[src/rtl/result_bcd_converter.sv]
// result_bcd_converter
//   Sequential double-dabble conversion of an unsigned binary magnitude into
//   packed BCD digits, with a sign flag and a leading-zero blanking mask for
//   a seven-segment style display.
//
// Parameters
//   N_IN   width of the unsigned binary input
//   N_DIG  number of BCD digits produced (10^N_DIG must exceed 2^N_IN - 1)
//
// Ports
//   Clk      system clock, rising edge
//   Reset_n  asynchronous active-low reset
//   Start    one-cycle conversion request, honoured only while idle
//   Value    magnitude to convert, captured with an accepted Start
//   Neg      sign of the result, captured with an accepted Start
//   Busy     high from Start acceptance until the Done pulse
//   Done     one-cycle pulse when Bcd/SignOut/Blank update
//   Bcd      packed BCD result, digit 0 in bits [3:0]
//   SignOut  sign of the completed result, never set for a zero magnitude
//   Blank    bit i set when digit i is a suppressible leading zero (bit 0 never)
module result_bcd_converter #(
  parameter int unsigned N_IN  = 17,
  parameter int unsigned N_DIG = 6
) (
  input  logic                 Clk,
  input  logic                 Reset_n,
  input  logic                 Start,
  input  logic [N_IN-1:0]      Value,
  input  logic                 Neg,
  output logic                 Busy,
  output logic                 Done,
  output logic [4*N_DIG-1:0]   Bcd,
  output logic                 SignOut,
  output logic [N_DIG-1:0]     Blank
);

  localparam int unsigned      CNT_W     = (N_IN > 1) ? $clog2(N_IN) : 1;
  localparam logic [CNT_W-1:0] CNT_LAST  = CNT_W'(N_IN - 1);
  localparam logic [N_DIG-1:0] BLANK_RST = {{(N_DIG-1){1'b1}}, 1'b0};

  typedef enum logic [1:0] {
    ST_IDLE,
    ST_SHIFT,
    ST_DONE
  } state_t;

  state_t               state;
  logic [N_IN-1:0]      bin_sr;
  logic [4*N_DIG-1:0]   scratch;
  logic [CNT_W-1:0]     cnt;
  logic                 neg_r;

  logic [4*N_DIG-1:0]   bcd_adj;
  logic [N_DIG-1:0]     blank_next;
  logic                 zero_run;

  // Add-3 correction applied to every scratch digit before each shift.
  always_comb begin
    bcd_adj = scratch;
    for (int unsigned d = 0; d < N_DIG; d++) begin
      if (scratch[4*d +: 4] >= 4'd5) begin
        bcd_adj[4*d +: 4] = scratch[4*d +: 4] + 4'd3;
      end
    end
  end

  // Leading-zero mask: walk from the top digit down while digits stay zero.
  // Digit 0 is excluded so a zero result still shows one "0".
  always_comb begin
    blank_next = '0;
    zero_run   = 1'b1;
    for (int unsigned j = 0; j + 1 < N_DIG; j++) begin
      zero_run = zero_run & (scratch[4*(N_DIG-1-j) +: 4] == 4'd0);
      blank_next[N_DIG-1-j] = zero_run;
    end
  end

  always_ff @(posedge Clk or negedge Reset_n) begin
    if (!Reset_n) begin
      state   <= ST_IDLE;
      bin_sr  <= '0;
      scratch <= '0;
      cnt     <= '0;
      neg_r   <= 1'b0;
      Busy    <= 1'b0;
      Done    <= 1'b0;
      Bcd     <= '0;
      SignOut <= 1'b0;
      Blank   <= BLANK_RST;
    end else begin
      Done <= 1'b0;
      case (state)
        ST_IDLE: begin
          if (Start) begin
            bin_sr  <= Value;
            scratch <= '0;
            neg_r   <= Neg;
            cnt     <= CNT_LAST;
            Busy    <= 1'b1;
            state   <= ST_SHIFT;
          end
        end

        ST_SHIFT: begin
          scratch <= {bcd_adj[4*N_DIG-2:0], bin_sr[N_IN-1]};
          bin_sr  <= bin_sr << 1;
          if (cnt == '0) begin
            state <= ST_DONE;
          end else begin
            cnt <= cnt - 1'b1;
          end
        end

        ST_DONE: begin
          Bcd     <= scratch;
          SignOut <= neg_r & (|scratch);
          Blank   <= blank_next;
          Done    <= 1'b1;
          Busy    <= 1'b0;
          state   <= ST_IDLE;
        end

        default: begin
          Busy  <= 1'b0;
          state <= ST_IDLE;
        end
      endcase
    end
  end

endmodule
[config.mk]
export PLATFORM = sky130hd
export DESIGN_NAME = result_bcd_converter
export DESIGN_NICKNAME = d
export VERILOG_FILES = /design/src/rtl/result_bcd_converter.sv
export SDC_FILE = /design/constraint.sdc
export NUM_CORES = 1
export LEC_CHECK = 0
export BUFFER_PORTS_ARGS = -buffer_cell sky130_fd_sc_hd__buf_2
export CAP_MARGIN = 10
export CELL_PAD_IN_SITES_DETAIL_PLACEMENT = 1
export CELL_PAD_IN_SITES_GLOBAL_PLACEMENT = 1
export CORE_ASPECT_RATIO = 0.9
export CORE_MARGIN = 1.5
export CORE_UTILIZATION = 30
export DETAILED_ROUTE_END_ITERATION = 16
export HOLD_SLACK_MARGIN = 0.06
export PLACE_DENSITY = 0.67
export SYNTH_ARGS = -nofsm -noshare
export SYNTH_HDL_FRONTEND = slang
export SYNTH_SLANG_ARGS = --single-unit
[constraint.sdc]
create_clock -name Clk -period 2.45 [get_ports Clk]
set_input_delay 0.245 -clock Clk [delete_from_list [all_inputs] [get_ports Clk]]
set_output_delay 0.245 -clock Clk [all_outputs]
set_load 0.01 [all_outputs]
==> results.toml, run 1 <==
[cells_and_area]
fin_util_pct = 37.4
fin_cells = 604
drive_above_1_share_pct = 19.1
finish.instance_area_um2 = 4540
antenna_cells = 0
area_delta_synth_final_pct = 20.9
final_net_count = 475

[setup_path]
path_class = "register to register"
r2r_slack_ns = 0.54
worstPathRequired_ns = 2.65
end_kind = "register"
worst-path-buf-inv = 1
reg2reg_depth = 6
path_depth = 6
cp_max_fo = 4
crit_path_cell_trace = "inv_1 -> ha_1 -> nor3b_1 -> nand4_1 -> nor4_2 -> a31oi_1"
cp-start-kind = "register"
cpLargestDelayFamily = "simple AND/OR/NAND/NOR gates"
arrival_ns = 2.12
cp_slowest_stage_delay_ns = 0.38
slowest_stage = "dfrtp_1"

[power]
powerDensity_nw_per_um2 = 1340
pwr-share-comb_pct = 38.3
vdd_drop_max_mv = 0.633
power_mw = 6.09
net-switching-power_mw = 2.29
power.share.clock_pct = 23.5
p_int_mw = 3.80
swShare_pct = 37.7
p_leak_nw = 2.16
seq_power_share_pct = 38.3

[timing]
setup_viol = 0
fin_skew_ns = 0.00812
finalWorstSetupSlack_ns = 0.535
fin_crit_sh_pct = 78.1
tns_ns = 0
hold_viol_final = 0
timing.hold.ws_ns = 0.154
fmaxAchievable_mhz = 522
grt_setup_unrepaired = "no"
period_needed_ns = 1.91
slew_headroom_pct = 58.7
tightest_slew_ns = 0.619
maxSlewViolCount = 0

[yosys]
syn-cell-area_um2 = 3760
avgSynthCellArea_um2 = 9.71
syn_nets = 423
synthCells = 387
post-synth-top-count-cell = "nand2_1"
synth_top_area_share_pct = 50.6
yosysWarnings = 0
ys_top_cells_by_count = "nand2_1 (97), dfrtp_1 (76), o21ai_0 (22)"
synth-edff-count = 0
synth-async-reset-ratio_pct = 100
synth.area.top_cells = "dfrtp_1 (51%), nand2_1 (9.7%), ha_1 (5.0%)"
ys.flop_type = "dfrtp_1"
synth_seq_area_share_pct = 54.1
ys_ff_latch = 81
synth_cell_types = 43
synth_area_leader_cell = "dfrtp_1"

[drt]
drc = 0
final_antenna_net_count = 0
dr.pass1.iters = 4
drtIter0Drc = 113
vias_per_cell = 4.89
routed_wl_mm = 9.16
via_count = 2952
post_drt_wl_per_cell_um = 15.2

[run]
max-cap-violations = 0

[floorplanning]
die_w_um = 121
die_h_um = 109
core.rowCount = 38
core_area_um2 = 12100
ios = 54
die_area_um2 = 13200
start_util_pct = 31.0

[global_route]
antenna_found_initial = 0
grt_usage_pct = 15.3
grt_pass1_wl_mm = 15.9
grt_overflow = 0
grt_max_degree = 48
grt_pass1_vias = 3155

[clocking]
clk_latency_ns = 0.33
cts_setup_buffers = 0
cts_made_buffers = 9
cts_root_buffer = "clkbuf_16"
clk_pin_slew_ns = 0.06
clock_path_buffers = 2
cts_tree = "built"
cts_sinks = 81
ctsHtreeMaxLevel = 3
cts_resized = 0

[placed_design]
gp_congestion = 0.770
dp_hpwl_mm = 6.33
dp_slack_ns = 0.564
placed_cell_area_um2 = 4210
port_buffers = 52
dp.cells = 587

[run_status]
status = "finished clean"

[worst_hold_path]
hold_class = "input pin to register"
hold_depth = 2
[area by class of cell]
type / count / area (µm²)
Clock inverter: 3 / 65.1
Clock buffer: 13 / 250
Fill cell: 1393 / 7580
Sequential cell: 81 / 2030
Tap cell: 160 / 200
Multi-Input combinational cell: 269 / 1560
Inverter: 17 / 63.8
Timing Repair Buffer: 61 / 370
[layer usage]
layer | track usage [%] | wire length, µm | part of all wire (%) | up-vias
met5 | 0 | 0 | 0 | -
met4 | 5.04 | 116 | 1.3 | 0
met3 | 3.82 | 427 | 4.7 | 10
met2 | 24.7 | 4200 | 46 | 61
met1 | 20.3 | 4420 | 48 | 1435
li1 | - | - | - | 1446
[worst paths after layout]
kind | start | end
max in group asynchronous | Reset_n | Busy
setup / recovery | scratch[20] | SignOut
min in group asynchronous | Reset_n | scratch[9]
hold reg to reg | Blank[5] | Blank[5]
setup reg to reg | scratch[20] | SignOut
hold / removal | Neg | neg_r
[worst register-to-register path: cells and delay by family, from the launching register on]
family                     cells  cell delay (ns)
AOI/OAI and AO/OA              1             0.13
buffers and inverters          1             0.13
adders and majority gates      1             0.24
and+or+nand+nor                3             0.90
DFF                            1             0.38
[cell families after synthesis]
logic type | after synthesis | synth area share [%]
xor+xnor | 6 | 1.40
simple gates | 153 | 18.3
buf+inv | 37 | 4.56
mux | 2 | 0.566
compound gates | 92 | 16.0
flops | 81 | 54.1
other cells | 1 | 0.0998
fa+ha+maj | 15 | 5.00
[power groups by stage]
stage	clock, mW	sequential [mW]	combinational, mW
2_1_floorplan	0	2.29	1.63
3_3_place_gp	0	2.32	2.26
3_5_place_dp	0	2.35	2.35
4_1_cts	1.47	2.34	2.37
5_1_grt	1.52	2.43	2.65
6_report	1.43	2.33	2.33
[registers in the layout, indices dropped and copies added, names as in the netlist]
name     count
neg_r        1
Bcd         24
scratch     24
Blank        5
Busy         1
cnt          5
bin_sr      17
Done         1
SignOut      1
state        2
[repair_timing]
| item | 4_1_cts | 5_1_grt |
|---|---|---|
| setup endpoints to repair | 0 | 0 |
| hold buffers | 1 | 0 |
| endpoints found under the hold margin | 41 | 0 |
[cells in the final DEF, fill, tap and decap left out, types with 8 or more instances in the layout]
cell type,instances
nand2_1,97
dfrtp_1,76
buf_2,51
o21ai_0,22
nor2_1,21
a31oi_1,17
inv_1,16
ha_1,15
a21oi_1,12
o22ai_1,12
clkbuf_16,9
nand2b_1,8
o311ai_0,8
Power figures use the tool's default switching activity.
==> inputs of run 2 (changes only) <==
--- a/config.mk
+++ b/config.mk
@@ -14,7 +14,7 @@
 export CORE_UTILIZATION = 30
 export DETAILED_ROUTE_END_ITERATION = 16
 export HOLD_SLACK_MARGIN = 0.06
-export PLACE_DENSITY = 0.67
+export PLACE_DENSITY = 0.69
 export SYNTH_ARGS = -nofsm -noshare
 export SYNTH_HDL_FRONTEND = slang
 export SYNTH_SLANG_ARGS = --single-unit
==> constraint.sdc (replaced) <==
create_clock -name Clk -period 1.6 [get_ports Clk]
set_input_delay 0.16 -clock Clk [delete_from_list [all_inputs] [get_ports Clk]]
set_output_delay 0.16 -clock Clk [all_outputs]
set_load 0.01 [all_outputs]
==> results.toml, run 2 (same netlist as run 1, synthesis figures left out) <==
[setup_path]
cp_max_fo = 2
cp-start-kind = "register"
worstPathRequired_ns = 1.81
end_kind = "register"
path_class = "register to register"
arrival_ns = 1.77

[cells_and_area]
final_net_count = 519
top_regs = "Bcd (24), scratch (24), bin_sr (17)"
drive_above_1_share_pct = 30.7
final_common_cell = "nand2_1"
fin_util_pct = 41.2
fin_cells = 648
antenna_cells = 0
area_delta_synth_final_pct = 33.0
final_cell_mix = "nand2_1 (97), dfrtp_1 (75), buf_2 (51)"

[clocking]
cts_root_buffer = "clkbuf_16"
ctsHtreeMaxLevel = 3
cts_sinks = 81
clock_path_buffers = 2
clk_latency_ns = 0.34
cts_made_buffers = 9
clk_pin_slew_ns = 0.06
cts_tree = "built"

[power]
powerDensity_nw_per_um2 = 2070
p_leak_nw = 2.41
vdd_drop_max_mv = 0.747

[floorplanning]
die_w_um = 121
core.rowCount = 38
ios = 54
core_area_um2 = 12100
die_h_um = 109
start_util_pct = 31.0
die_area_um2 = 13200

[drt]
post_drt_wl_per_cell_um = 15.3
drtIter0Drc = 157
drc = 0
final_antenna_net_count = 0
vias_per_cell = 4.90
routed_wl_mm = 9.89
via_count = 3174
dr.pass1.iters = 4

[run]
max-cap-violations = 0

[timing]
setup_viol = 0
fin_crit_sh_pct = 97.7
maxSlewViolCount = 0
fin_skew_ns = 0.00592
fmaxAchievable_mhz = 640
grt_setup_unrepaired = "yes"
period_needed_ns = 1.56
hold_viol_final = 0

[global_route]
antenna_found_initial = 0
grt_max_degree = 33
grt_overflow = 0
grt_usage_pct = 16.3
grt_pass1_wl_mm = 16.8
grt_pass1_vias = 3355

[placed_design]
port_buffers = 52
dp.cells = 623
gp_congestion = 0.780
dp_hpwl_mm = 6.98

[worst_hold_path]
hold_class = "input pin to register"

[run_status]
status = "finished clean"
[run 2: cell count changes in the layout (fill, tap and decap cells not counted), sizes merged]
cell | previous run | this run
clkbuf | 13 | 12
buf | 60 | 100
clkinvlp | 0 | 1
dlygate4sd3 | 1 | 5
[run 2: per-stage QoR]
step / power [mW] / worst slack (ns) / setup TNS, ns / hold slack [ns] / instance area, µm²
2_1_floorplan: 6.02 / 0.00903 / 0 / -0.136 / 3760
3_3_place_gp: 7.48 / -0.0251 / -0.0251 / 0.0168 / 4470
3_5_place_dp: 7.73 / -0.113 / -0.143 / 0.0183 / 4470
4_1_cts: 10.1 / 0.00194 / 0 / 0.0709 / 4870
5_1_grt: 11.2 / -0.0643 / -0.0722 / 0.0752 / 4990
6_report: 10.4 / 0.0367 / 0 / 0.0792 / 4990
[run 2: cell type report]
class,count,area [µm²]
multi-input cells,269,1660
flip-flops and latches,81,2030
repair buffers,105,702
well taps,160,200
clock inverters,4,73.8
clock buffers,12,256
inverters,17,67.6
fillers,1392,7130
[run 2: repair_timing]
item / in CTS / in global routing
cloned: 0 / 0
setup endpoints to repair: 3 / 42
hold buffers: 5 / 0
setup buffers: 0 / 4
endpoints found under the hold margin: 81 / 0
pin swaps: 2 / 5
gates resized for setup: 4 / 27
[run 2: path summary, 6_finish.rpt]
path	start	to	slack [ns]	depth (start not counted)
max in group asynchronous	Reset_n	Blank[5]	0.83	3
worst min-delay path	Neg	neg_r	0.08	2
worst min register to register	Bcd[11]	Bcd[11]	0.47	2
min in group asynchronous	Reset_n	Bcd[6]	0.21	2
worst max register to register	scratch[20]	SignOut	0.04	6
worst max-delay path	scratch[20]	SignOut	0.04	6
[run 2: report_power, final]
part           internal (mW)  leakage [nW]  switching [mW]
registers               2.89          1.02           0.641
clock network           1.46         0.163           0.818
logic                   2.14          1.22            2.42
[run 2: critical path, cell delays in order (launching register included)]
cell and delay [ns]:
dfrtp_1 0.40, inv_2 0.07, ha_2 0.17, nor3b_4 0.19, nand4_1 0.19, nor4_2 0.30
a31oi_1 0.11
[run 2: metal layers]
metal  share of wire (%)  vias up  GRT usage (%)
met3                 4.3        7           4.39
met4                0.80        0           4.03
met2                  49       68           26.6
met5                   0        -              0
met1                  46     1570           21.5
li1                    -     1529              -
